$ cat config.mk
export PLATFORM = sky130hd
export DESIGN_NAME = shadow_vram_arbiter
export DESIGN_NICKNAME = d
export VERILOG_FILES = /design/src/rtl/shadow_vram_pkg.sv /design/src/rtl/vram_tag_pipe.sv /design/src/rtl/shadow_vram_arbiter.sv
export SDC_FILE = /design/constraint.sdc
export NUM_CORES = 1
export LEC_CHECK = 0
export CORE_ASPECT_RATIO = 0.6
export CORE_UTILIZATION = 55
export CTS_BUF_LIST = sky130_fd_sc_hd__clkbuf_8
export DETAILED_ROUTE_END_ITERATION = 10
export DONT_BUFFER_PORTS = 1
export PLACE_DENSITY = 0.73
export SYNTH_ARGS = -nofsm -noshare
export SYNTH_HDL_FRONTEND = slang
export SYNTH_SLANG_ARGS = --single-unit
$ cat constraint.sdc
create_clock -name clk_logic -period 1.75 [get_ports clk_logic]
set_input_delay 0.0875 -clock clk_logic [delete_from_list [all_inputs] [get_ports clk_logic]]
set_output_delay 0.0875 -clock clk_logic [all_outputs]
set_load 0.05 [all_outputs]
$ cat src/rtl/shadow_vram_pkg.sv
// Shared types and constants for the shadow-video BSRAM read arbiter.
package shadow_vram_pkg;

  localparam int unsigned MAX_REQ      = 4;
  localparam int unsigned TAG_W        = (MAX_REQ > 1) ? $clog2(MAX_REQ) : 1;
  localparam int unsigned STARVE_CNT_W = 4;

  typedef struct packed {
    logic             valid;
    logic [TAG_W-1:0] idx;
  } rd_tag_t;

endpackage

$ cat src/rtl/vram_tag_pipe.sv
// Delay line carrying {valid, requester index} alongside the BSRAM read latency.
module vram_tag_pipe
  import shadow_vram_pkg::*;
#(
  parameter int unsigned READ_LATENCY = 1
) (
  input  logic    clk_i,
  input  logic    rst_i,
  input  rd_tag_t tag_i,
  output rd_tag_t tag_o
);

  rd_tag_t stage_q [READ_LATENCY];

  always_ff @(posedge clk_i or posedge rst_i) begin
    if (rst_i) begin
      for (int unsigned i = 0; i < READ_LATENCY; i++) stage_q[i] <= '0;
    end else begin
      stage_q[0] <= tag_i;
      for (int unsigned i = 1; i < READ_LATENCY; i++) stage_q[i] <= stage_q[i-1];
    end
  end

  assign tag_o = stage_q[READ_LATENCY-1];

endmodule

$ cat src/rtl/shadow_vram_arbiter.sv
// One-read-per-clock arbiter for a shadow-video BSRAM port: fixed priority for
// requester 0, round-robin for the rest, starvation guard and tagged responses.
module shadow_vram_arbiter
  import shadow_vram_pkg::*;
#(
  parameter int unsigned N_REQ        = 3,
  parameter int unsigned ADDR_WIDTH   = 13,
  parameter int unsigned DATA_WIDTH   = 32,
  parameter int unsigned READ_LATENCY = 1,
  parameter int unsigned STARVE_LIMIT = 8
) (
  input  logic                        clk_logic,
  input  logic                        system_reset,
  input  logic [N_REQ-1:0]            req_valid_i,
  input  logic [N_REQ*ADDR_WIDTH-1:0] req_addr_i,
  output logic [N_REQ-1:0]            req_ready_o,
  output logic [N_REQ-1:0]            rsp_valid_o,
  output logic [DATA_WIDTH-1:0]       rsp_data_o,
  output logic                        mem_rd_en_o,
  output logic [ADDR_WIDTH-1:0]       mem_rd_addr_o,
  input  logic [DATA_WIDTH-1:0]       mem_rd_data_i,
  output logic                        starve_o
);

  localparam int unsigned RR_N = (N_REQ > 1) ? N_REQ - 1 : 1;
  localparam logic [STARVE_CNT_W-1:0] LIMIT = STARVE_CNT_W'(STARVE_LIMIT);

  logic [STARVE_CNT_W-1:0] wait_q [N_REQ];
  logic [STARVE_CNT_W-1:0] wait_d [N_REQ];
  logic [TAG_W-1:0]        rr_q, rr_d;
  logic                    starve_q, starve_d;
  logic [N_REQ-1:0]        rsp_valid_q, rsp_valid_d;
  logic [DATA_WIDTH-1:0]   rsp_data_q, rsp_data_d;

  logic [N_REQ-1:0]        gnt;
  logic [TAG_W-1:0]        gnt_idx;
  logic                    found;
  logic                    forced;
  int unsigned             cand;
  rd_tag_t                 tag_in, tag_out;

  // Grant selection: starvation first, then requester 0, then round-robin.
  always_comb begin
    gnt     = '0;
    gnt_idx = '0;
    found   = 1'b0;
    forced  = 1'b0;
    cand    = 0;
    for (int unsigned k = 1; k < N_REQ; k++) begin
      if (!found && req_valid_i[k] && wait_q[k] == LIMIT) begin
        found   = 1'b1;
        forced  = 1'b1;
        gnt_idx = TAG_W'(k);
      end
    end
    if (!found && req_valid_i[0]) begin
      found   = 1'b1;
      gnt_idx = '0;
    end
    // Walk rr_ptr+1 .. with wrap over indices 1..N_REQ-1 only.
    for (int unsigned off = 1; off < N_REQ; off++) begin
      cand = ((int'(rr_q) + RR_N - 1 + off) % RR_N) + 1;
      if (!found && req_valid_i[cand]) begin
        found   = 1'b1;
        gnt_idx = TAG_W'(cand);
      end
    end
    if (found) gnt[gnt_idx] = 1'b1;
  end

  assign req_ready_o   = gnt;
  assign mem_rd_en_o   = found;
  assign mem_rd_addr_o = found ? req_addr_i[int'(gnt_idx)*ADDR_WIDTH +: ADDR_WIDTH]
                               : '0;

  always_comb begin
    wait_d[0] = '0;
    for (int unsigned k = 1; k < N_REQ; k++) begin
      if (!req_valid_i[k] || gnt[k]) begin
        wait_d[k] = '0;
      end else if (wait_q[k] != LIMIT) begin
        wait_d[k] = wait_q[k] + 1'b1;
      end else begin
        wait_d[k] = wait_q[k];
      end
    end
    rr_d     = (found && gnt_idx != '0) ? gnt_idx : rr_q;
    starve_d = forced;
  end

  assign tag_in = '{valid: found, idx: gnt_idx};

  vram_tag_pipe #(
    .READ_LATENCY(READ_LATENCY)
  ) u_tag_pipe (
    .clk_i (clk_logic),
    .rst_i (system_reset),
    .tag_i (tag_in),
    .tag_o (tag_out)
  );

  always_comb begin
    rsp_valid_d = '0;
    rsp_data_d  = rsp_data_q;
    if (tag_out.valid) begin
      rsp_valid_d[tag_out.idx] = 1'b1;
      rsp_data_d               = mem_rd_data_i;
    end
  end

  always_ff @(posedge clk_logic or posedge system_reset) begin
    if (system_reset) begin
      for (int unsigned k = 0; k < N_REQ; k++) wait_q[k] <= '0;
      rr_q        <= TAG_W'(N_REQ - 1);
      starve_q    <= 1'b0;
      rsp_valid_q <= '0;
      rsp_data_q  <= '0;
    end else begin
      for (int unsigned k = 0; k < N_REQ; k++) wait_q[k] <= wait_d[k];
      rr_q        <= rr_d;
      starve_q    <= starve_d;
      rsp_valid_q <= rsp_valid_d;
      rsp_data_q  <= rsp_data_d;
    end
  end

  assign rsp_valid_o = rsp_valid_q;
  assign rsp_data_o  = rsp_data_q;
  assign starve_o    = starve_q;

endmodule

=== After elaboration in Yosys (flattened, before gate mapping) ===
Index checks and enable logic that the tools add are counted.
W data, S select, Z words.

* Bits in registers: 48
* Word-level logic and storage cells: 73
* Input port bits: 76
* Output and inout bits: 53

* Equality and inequality tests: 4
* Order comparisons: 6
* Multiply operators: 1
* Shift operators: 1
* Mux-type cells: 25
* Reduce and logical (&&, ||, !) cells: 20
* Add/sub/neg operators: 8

{| class="wikitable"
|+ Operators with widths
! kind !! number
|-
| $shiftx A39 B7 Y13 || 1
|-
| $mux W4 || 4
|-
| $mux W13 || 1
|-
| $lt A2 B3 Y1 const B || 4
|-
| $mux W1 || 10
|-
| $logic_and A1 B1 Y1 || 9
|-
| $add A4 B1 Y4 const B || 2
|-
| $eq A4 B4 Y1 const B || 2
|-
| $mux W2 || 4
|-
| $ne A4 B4 Y1 const B || 2
|-
| $logic_not A1 Y1 || 6
|-
| $mul A2 B4 Y6 const B || 1
|-
| $mux W3 || 2
|-
| $reduce_bool A2 Y1 || 3
|-
| $add A1 B1 Y2 const B || 2
|-
| $bmux W1 S2 || 2
|-
| $demux W1 S2 || 2
|-
| $ge A2 B1 Y1 const B || 2
|-
| $add A1 B1 Y1 const B || 3
|-
| $logic_or A1 B1 Y1 || 2
|-
| $sub A1 B1 Y1 const B || 1
|}

=== Logic depth before layout (Yosys ltp) ===
Gate-level depths: netlist of run 1.

* Depth in word-level cells: 23
* Depth in mapped cells: 8
* Gate-level depth less buffers: 7

=== Hierarchy ===
From an unflattened synthesis of run 1, not the netlist that was laid out.

* Cell total of the unflattened synthesis: 180
* Area, all modules: 2215.9 µm²

{| class="wikitable"
|+ By module, submodules not included
! module !! sequential area each (µm²) !! area each (µm²) !! cells each !! times used
|-
| shadow_vram_arbiter || 1126.1 || 2137.0 || 176 || 1
|-
| vram_tag_pipe || 75.1 || 78.8 || 4 || 1
|}

=== Worst setup path after synthesis of run 1 ===
OpenSTA, ideal clock, no wires.

* Path type: flip-flop to output port
* Start: register wait_q[0] (netlist name)
* End: output port mem_rd_addr_o[10]
* Data arrival time: 2083 ps
* Cell stages (with the launch flop): 7
* Buffers on the path: 1
* Data required time: 1662 ps
* Path slack: -420 ps
* Path through: dfrtp_1 > inv_1 > ha_1 > and4b_1 > nor3_1 > buf_2 > a221o_1

* Word-level cells in the longest chain between the ends: 15
* Elaborated cells between the ends (all ways): 19
* Those cells by class: 1 x mul; 1 x eq/ne; 1 x shift; 9 x mux; 7 x reduce/logical

{| class="wikitable"
|+ RTL lines
! what !! line !! text
|-
| from (decl) || shadow_vram_arbiter.sv:28 || <nowiki>logic [STARVE_CNT_W-1:0] wait_q [N_REQ];</nowiki>
|-
| $eq A4 B4 Y1 * || shadow_vram_arbiter.sv:50 || <nowiki>if (!found && req_valid_i[k] && wait_q[k] == LIMIT) begin</nowiki>
|-
| $logic_and A1 B1 Y1 * || shadow_vram_arbiter.sv:50 ||
|-
| $mux W1 || shadow_vram_arbiter.sv:50 ||
|-
| $logic_not A1 Y1 || shadow_vram_arbiter.sv:56 || <nowiki>if (!found && req_valid_i[0]) begin</nowiki>
|-
| $logic_and A1 B1 Y1 || shadow_vram_arbiter.sv:56 ||
|-
| $mux W1 || shadow_vram_arbiter.sv:56 ||
|-
| $logic_not A1 Y1 || shadow_vram_arbiter.sv:63 || <nowiki>if (!found && req_valid_i[cand]) begin</nowiki>
|-
| $logic_and A1 B1 Y1 || shadow_vram_arbiter.sv:63 ||
|-
| $mux W1 || shadow_vram_arbiter.sv:63 ||
|-
| $logic_not A1 Y1 || shadow_vram_arbiter.sv:63 ||
|-
| $logic_and A1 B1 Y1 || shadow_vram_arbiter.sv:63 ||
|-
| $mux W2 || shadow_vram_arbiter.sv:63 ||
|-
| $mul A2 B4 Y6 || shadow_vram_arbiter.sv:73 || <nowiki>assign mem_rd_addr_o = found ? req_addr_i[int'(gnt_idx)*ADDR_WIDTH +: ADDR_WIDTH]</nowiki>
|-
| $shiftx A39 B7 Y13 || shadow_vram_arbiter.sv:73 ||
|-
| $mux W13 * || shadow_vram_arbiter.sv:73 ||
|-
| to (decl) || shadow_vram_arbiter.sv:20 || <nowiki>output logic [ADDR_WIDTH-1:0] mem_rd_addr_o,</nowiki>
|}

Mark *: on every way between the ends. The rest lies on a longest branch, timed or not.

=== Worst setup path after layout of run 1 ===
* Start: register wait_q[4] (netlist name)
* End: output port mem_rd_addr_o[11]

* Word-level cells in the longest chain between the ends: 19
* Elaborated cells between the ends (all ways): 24
* Those cells by class: 1 x mul; 1 x eq/ne; 1 x shift; 11 x mux; 10 x reduce/logical

{| class="wikitable"
|+ RTL lines
! what !! line
|-
| $eq A4 B4 Y1 * || shadow_vram_arbiter.sv:50
|-
| $logic_and A1 B1 Y1 * || shadow_vram_arbiter.sv:50
|-
| $mux W1 || shadow_vram_arbiter.sv:50
|-
| $logic_not A1 Y1 || shadow_vram_arbiter.sv:50
|-
| $logic_and A1 B1 Y1 (2 in a row) || shadow_vram_arbiter.sv:50
|-
| $mux W1 || shadow_vram_arbiter.sv:50
|-
| $logic_not A1 Y1 || shadow_vram_arbiter.sv:56
|-
| $logic_and A1 B1 Y1 || shadow_vram_arbiter.sv:56
|-
| [2 not listed] || -
|-
| $logic_and A1 B1 Y1 || shadow_vram_arbiter.sv:63
|-
| $mux W1 || shadow_vram_arbiter.sv:63
|-
| $logic_not A1 Y1 || shadow_vram_arbiter.sv:63
|-
| $logic_and A1 B1 Y1 || shadow_vram_arbiter.sv:63
|-
| $mux W2 || shadow_vram_arbiter.sv:63
|-
| $mul A2 B4 Y6 || shadow_vram_arbiter.sv:73
|-
| $shiftx A39 B7 Y13 || shadow_vram_arbiter.sv:73
|-
| $mux W13 * || shadow_vram_arbiter.sv:73
|}

Marks and branches as above.

==> results.cfg, run 1 <==
[pwr]
ir_drop_mv = 0.790
p_per_area_mw_per_mm2 = 873
p_leak_uw = 0.00147

[critical_path]
crit_fanout = 13
cpPeakStageDelay_ns = 0.37
crit_path_start_kind = flip-flop
slowest_stage = dfrtp_1
critPathKind = reg2out
cp.required_ns = 1.66
arrival_ns = 2.17
end_kind = output port
worstPathCellList = inv_1, ha_2, and4b_4, a211oi_4, inv_4, and2_1, a221o_2, buf_12

[synthesis]
synth_top_area_share_pct = 54.1
ys_seq_elements = 48
synth_cell_types = 34
syn-num-nets = 252
avgSynthCellArea_um2 = 12.9
synthTopCellsByArea = dfrtp_1 (54%), mux2_2 (16%), a221o_1 (5.0%)
syn_inst = 172
yosysWarnings = 0
netlist_area_mm2 = 0.00222
ys_seq_area_share_pct = 54.1
yosys.area.top_type = dfrtp_1

[drt]
wl_um = 5930
drt-initial-drc-count = 78
drc_errors = 11
dr.pass1.iters = 7
wire_per_inst_um = 20.2
num_vias = 1660
antenna_left = 0
viasPerCell = 5.65

[min_path]
hp-class = in2reg

[finish]
drive_above_1_share_pct = 43.7
syn_to_final_growth_pct = 45.2
antennaDiodeCount = 0
fillCellCount = 192
seqCellArea_mm2 = 0.00120
fin_nets = 326
multiInputGateArea_mm2 = 0.00101
post-route-util_pct = 85.6

[placed_design]
gp_congestion = 0.768
dp_hpwl_um = 3620
port_buffers = 0

[sta]
max_slew.worst_pin.slew_ns = 0.505
setup_viol = 16
timing.final.hold_violations = 0
rsz0062_at_grt = yes
period_needed_ns = 2.26
whs_ns = 0.0750
relSlewSlack_pct = 66.3
skew_ns = 0.00597
timing.fmax_mhz = 443
fin_crit_sh_pct = 129
setup_slack_ns = -0.510
drv_slew = 0

[grt]
overflow = 0
grt_pass1_vias = 1781
antenna_found_initial = 0
grt_usage_pct = 28.0
grt_pass1_wl_um = 8880
grt_max_degree = 36

[clock_tree]
htreeDepth = 2
cts_tree = built
cts-root-buf = clkbuf_8
insertion_delay_ns = 0.28
cts_buffer_depth = 2
cts.sinks = 48
clk_pin_slew_ns = 0.08
cts_buffers = 5

[floorplanning]
io_pins = 129
fp.coreArea_mm2 = 0.00376
die_y_um = 51.2
initial_core_util_pct = 58.9
die_area_mm2 = 0.00430
die-width_um = 84.0
rows = 17

[outcome]
run_status = finished with violations
failed_checks = design-rule violations, negative setup slack

[job]
maxCapViolCount = 0
-- cells in the final DEF (no fill, tap or decap), types with 2 or more instances in the layout --
master	synthesis	routed
and2_1	3	7
nand3_1	3	3
buf_8	0	2
nand2_1	10	10
buf_6	2	2
and3_1	4	4
a221o_2	0	11
dlygate4sd3_1	0	35
xnor2_1	2	2
o22ai_1	2	2
a211o_4	0	2
clkbuf_8	0	6
nor3b_1	4	3
mux2_2	32	32
inv_1	7	5
xor2_1	2	2
inv_2	1	3
nor2_1	6	5
dfrtp_1	48	48
ha_1	4	2
and2_0	8	4
a21oi_1	2	2
buf_12	0	12
and3b_1	2	2
buf_4	0	24
-- critical path: cells and delay by family (launching register included) --
family                   cells  cell delay (ns)
AO/OA/AOI/OAI                2             0.58
AND/OR/NAND/NOR              2             0.41
flip-flops                   1             0.37
buffers and inverters        3             0.33
adder cells (fa/ha/maj)      1             0.18
-- what timing repair did --
item / CTS / global route
resized for setup: 15 / 7
hold buffers: 35 / 0
endpoints found under the setup margin: 17 / 21
pin swaps: 7 / 4
hold endpoints to repair: 87 / 0
setup buffers: 9 / 5
-- cell usage after synthesis (all sizes together) --
cell type / instances
nor2: 7
a221o: 11
nor4b: 1
mux2: 32
a211oi: 1
clkbuf: 2
dfrtp: 48
a31oi: 1
nand3: 3
a211o: 2
o21ai: 1
xor2: 2
and3b: 2
buf: 6
and3: 4
and4b: 2
nor3: 1
ha: 4
nor3b: 4
nand2: 10
xnor2: 2
nand2b: 1
and2: 11
nand4b: 2
a21oi: 2
o22ai: 2
inv: 8
-- sequential cells by signal, summed over array words and instances, names as in the netlist --
signal / flops
rr_q: 1
wait_q: 8
u_tag_pipe.tag_o: 3
rsp_data_o: 32
starve_o: 1
rsp_valid_o: 3
-- logic make-up after synthesis --
logic type | after synthesis | synth area share [%]
simple gates | 48 | 13.8
flops | 48 | 54.1
mux | 32 | 16.2
compound gates | 20 | 8.52
buf+inv | 16 | 3.50
xor+xnor | 4 | 1.58
fa+ha+maj | 4 | 2.26
-- final timing paths --
path                                     end  cells after the start  slack [ns]                 from
setup reg to reg                   wait_q[2]                      8        0.01            wait_q[1]
hold / removal                      starve_o                      2        0.08       req_valid_i[1]
min in group asynchronous           starve_o                      2        0.17         system_reset
setup / recovery           mem_rd_addr_o[11]                      8       -0.51            wait_q[4]
max in group asynchronous      rsp_data_o[3]                      3        1.07         system_reset
hold reg to reg               rsp_valid_o[0]                      1        0.47  u_tag_pipe.tag_o[1]
-- routing by layer --
| layer | vias up | GRT usage (%) | share of wire, % |
|---|---|---|---|
| li1 | 758 | - | - |
| met1 | 832 | 32.5 | 38 |
| met2 | 68 | 51.5 | 55 |
| met3 | 2 | 9.37 | 6.8 |
| met4 | 0 | 5.46 | 0.27 |
| met5 | - | 0 | 0 |
-- through the flow --
stage	instance area [µm²]	std cells	power [µW]	setup TNS, ns	worst slack (ns)
global placement	2630	240	2040	-1.50	-0.131
CTS	3190	292	2800	-5.66	-0.467
global route	3220	294	2930	-7.20	-0.569
floorplan	2260	172	1850	-1.30	-0.159
detailed placement	2630	240	2070	-2.41	-0.231
finish	3220	294	2810	-6.14	-0.510
-- layout make-up --
| class | instances | area share (%) |
|---|---|---|
| multi-input cells | 108 | 31.4 |
| repair buffers | 75 | 25.6 |
| inverters | 8 | 1.13 |
| clock inverters | 2 | 0.233 |
| flip-flops and latches | 48 | 37.3 |
| well taps | 47 | 1.83 |
| clock buffers | 6 | 2.56 |
-- power by group --
| group | internal, µW | switching [µW] |
|---|---|---|
| combinational | 368 | 348 |
| clock | 311 | 324 |
| sequential | 1180 | 278 |
| total | 1860 | 950 |
No activity file was read; power rests on OpenSTA's default activity.
==> run 2: changes to the inputs <==
==> constraint.sdc (replaced) <==
create_clock -name clk_logic -period 1.75 [get_ports clk_logic]
set_input_delay 0.2625 -clock clk_logic [delete_from_list [all_inputs] [get_ports clk_logic]]
set_output_delay 0.2625 -clock clk_logic [all_outputs]
set_load 0.05 [all_outputs]
==> run 2 against run 1 <==
Against the previous run: the run ends with design-rule violations, negative hold slack, negative setup slack left; cell count fell by 12%; fmax fell by 5.3%; routed wire length fell by 19%; sequential cell count did not move; total power fell by 4.3%; clock power fell by 7.7%; die area did not move; via count fell by 9.4%; setup slack got worse by 0.13 ns; global-route usage fell by 5.9 points; hold slack got worse by 0.076 ns; sequential share of layout area rose by 3.9 points; largest power group unchanged.
==> results.cfg, run 2 (synthesized netlist as in run 1, its figures left out) <==
[min_path]
hp-class = in2async

[finish]
fin_nets = 293
mostFrequentLayoutCell = dfrtp_1
syn_to_final_growth_pct = 31.4
antennaDiodeCount = 0
final_cells = 260
fillCellCount = 230
largest_reg_flops = 32
most-common-layout-cells = dfrtp_1 (48), mux2_2 (32), buf_4 (22)
drive_above_1_share_pct = 51.6

[critical_path]
slowest_stage = dfrtp_1
timing.rr.start = wait_q[0]
reg2regPathDepth = 9
worstPathCellList = inv_2, ha_4, nand4b_4, a211oi_4, inv_2, and2_1, a221o_2, buf_12
path_delay_family = compound AO/OA/AOI/OAI gates
critPathKind = reg2out
cpPeakStageDelay_ns = 0.40
cp.required_ns = 1.49
timing.rr.end = rr_q[0]
crit_fanout = 13
crit_path_start_kind = flip-flop
arrival_ns = 2.12
worst_path_most_repeated_cell = inv_2
end_kind = output port
crit_start = wait_q[0]
r2r_slack_ns = 0.08
critPathBufInv = 3

[drt]
wl_met3_um = 343
wire_per_inst_um = 18.5
met1_length_um = 2000
wl_um = 4800
drt-initial-drc-count = 55
dr.pass1.iters = 8
wl_met2_um = 2450
highest_layer = met4
viasPerCell = 5.78
antenna_left = 0
drc_errors = 13
num_vias = 1504

[clock_tree]
htreeDepth = 2
cts_buffer_depth = 2
cts_tree = built
cts-root-buf = clkbuf_8
insertion_delay_ns = 0.29
clk_pin_slew_ns = 0.08
cts_buffers = 5
cts.sinks = 48

[grt]
overflow = 0
grt_pass1_wl_um = 7180
grt_max_degree = 49
antenna_found_initial = 0
grt_pass1_vias = 1454
grt_usage_pct = 22.1

[floorplanning]
die-width_um = 84.0
io_pins = 129
die_y_um = 51.2
die_area_mm2 = 0.00430
initial_core_util_pct = 58.9
fp.coreArea_mm2 = 0.00376
rows = 17

[outcome]
run_status = finished with violations
failed_checks = design-rule violations, negative hold slack, negative setup slack

[sta]
finalSetupTns_ns = -8.48
skew_ns = 0.00513
whs_ns = -0.00134
period_needed_ns = 2.39
relSlewSlack_pct = 61.6
fin_crit_sh_pct = 136
setup_viol = 16
timing.final.hold_violations = 1
drv_slew = 0
timing.fmax_mhz = 419
setup_slack_ns = -0.637
rsz0062_at_grt = yes
max_slew.worst_pin.slew_ns = 0.576

[placed_design]
dp_hpwl_um = 3480
port_buffers = 0
gp_congestion = 0.765
place_inst = 242

[job]
maxCapViolCount = 0

[pwr]
p_per_area_mw_per_mm2 = 924
p_leak_uw = 0.00135
power.total_uw = 2690
ir_drop_mv = 0.619
[run 2: power breakdown]
group          switching (µW)  leakage [µW]  internal [µW]
Combinational             327      0.000725            321
Sequential                273      0.000581           1190
Clock                     320     0.0000452            266
Total                     921       0.00135           1770
[run 2: per-layer routing]
layer	up-vias	global-route usage (%)
met5	-	0
met4	0	4.02
met3	2	6.46
met2	68	37.0
met1	744	29.3
li1	690	-
[run 2: through the flow]
step / hold WS (ns) / area [µm²] / setup WS (ns) / utilization (%)
CTS: 0.0151 / 2880 / -0.623 / 76.5
floorplan: 0.414 / 2260 / -0.334 / -
global route: 0.0517 / 2920 / -0.773 / 77.4
finish: -0.00134 / 2920 / -0.637 / 77.4
global placement: 0.312 / 2670 / -0.303 / 71.0
detailed placement: 0.329 / 2670 / -0.404 / 71.0
[run 2: area by class of cell]
| cell class | count | area [µm²] | share of cell area [%] |
|---|---|---|---|
| inverter | 8 | 32.5 | 1.12 |
| tap | 47 | 58.8 | 2.02 |
| clock buffer | 5 | 68.8 | 2.36 |
| sequential | 48 | 1200 | 41.2 |
| multi-input combinational | 108 | 1040 | 35.6 |
| timing repair buffer | 42 | 508 | 17.4 |
| clock inverter | 2 | 8.76 | 0.300 |
[run 2: worst max-delay path by stage]
stage                              to  slack (ns)  cells after the start
detailed placement   mem_rd_addr_o[7]       -0.40                      8
floorplan           mem_rd_addr_o[10]       -0.33                      8
finish               mem_rd_addr_o[7]       -0.64                      8
global placement     mem_rd_addr_o[6]       -0.30                      8
global route         mem_rd_addr_o[9]       -0.77                      8
CTS                  mem_rd_addr_o[7]       -0.62                      8
[run 2: worst reg2reg max path: stages, from the launching register on]
cell     delay, ns
dfrtp_1       0.40
inv_2         0.09
ha_4          0.15
and4b_2       0.30
buf_6         0.12
nor3_4        0.04
buf_6         0.14
buf_4         0.13
o21ai_1       0.12
nand2_1       0.07
[run 2: timing repair]
item	in CTS	in global routing
gates resized for setup	17	13
endpoints found under the setup margin	17	21
pin swaps	7	4
hold buffers	0	0
buffers inserted	8	4
endpoints found under the hold margin	0	0
gates cloned	1	0
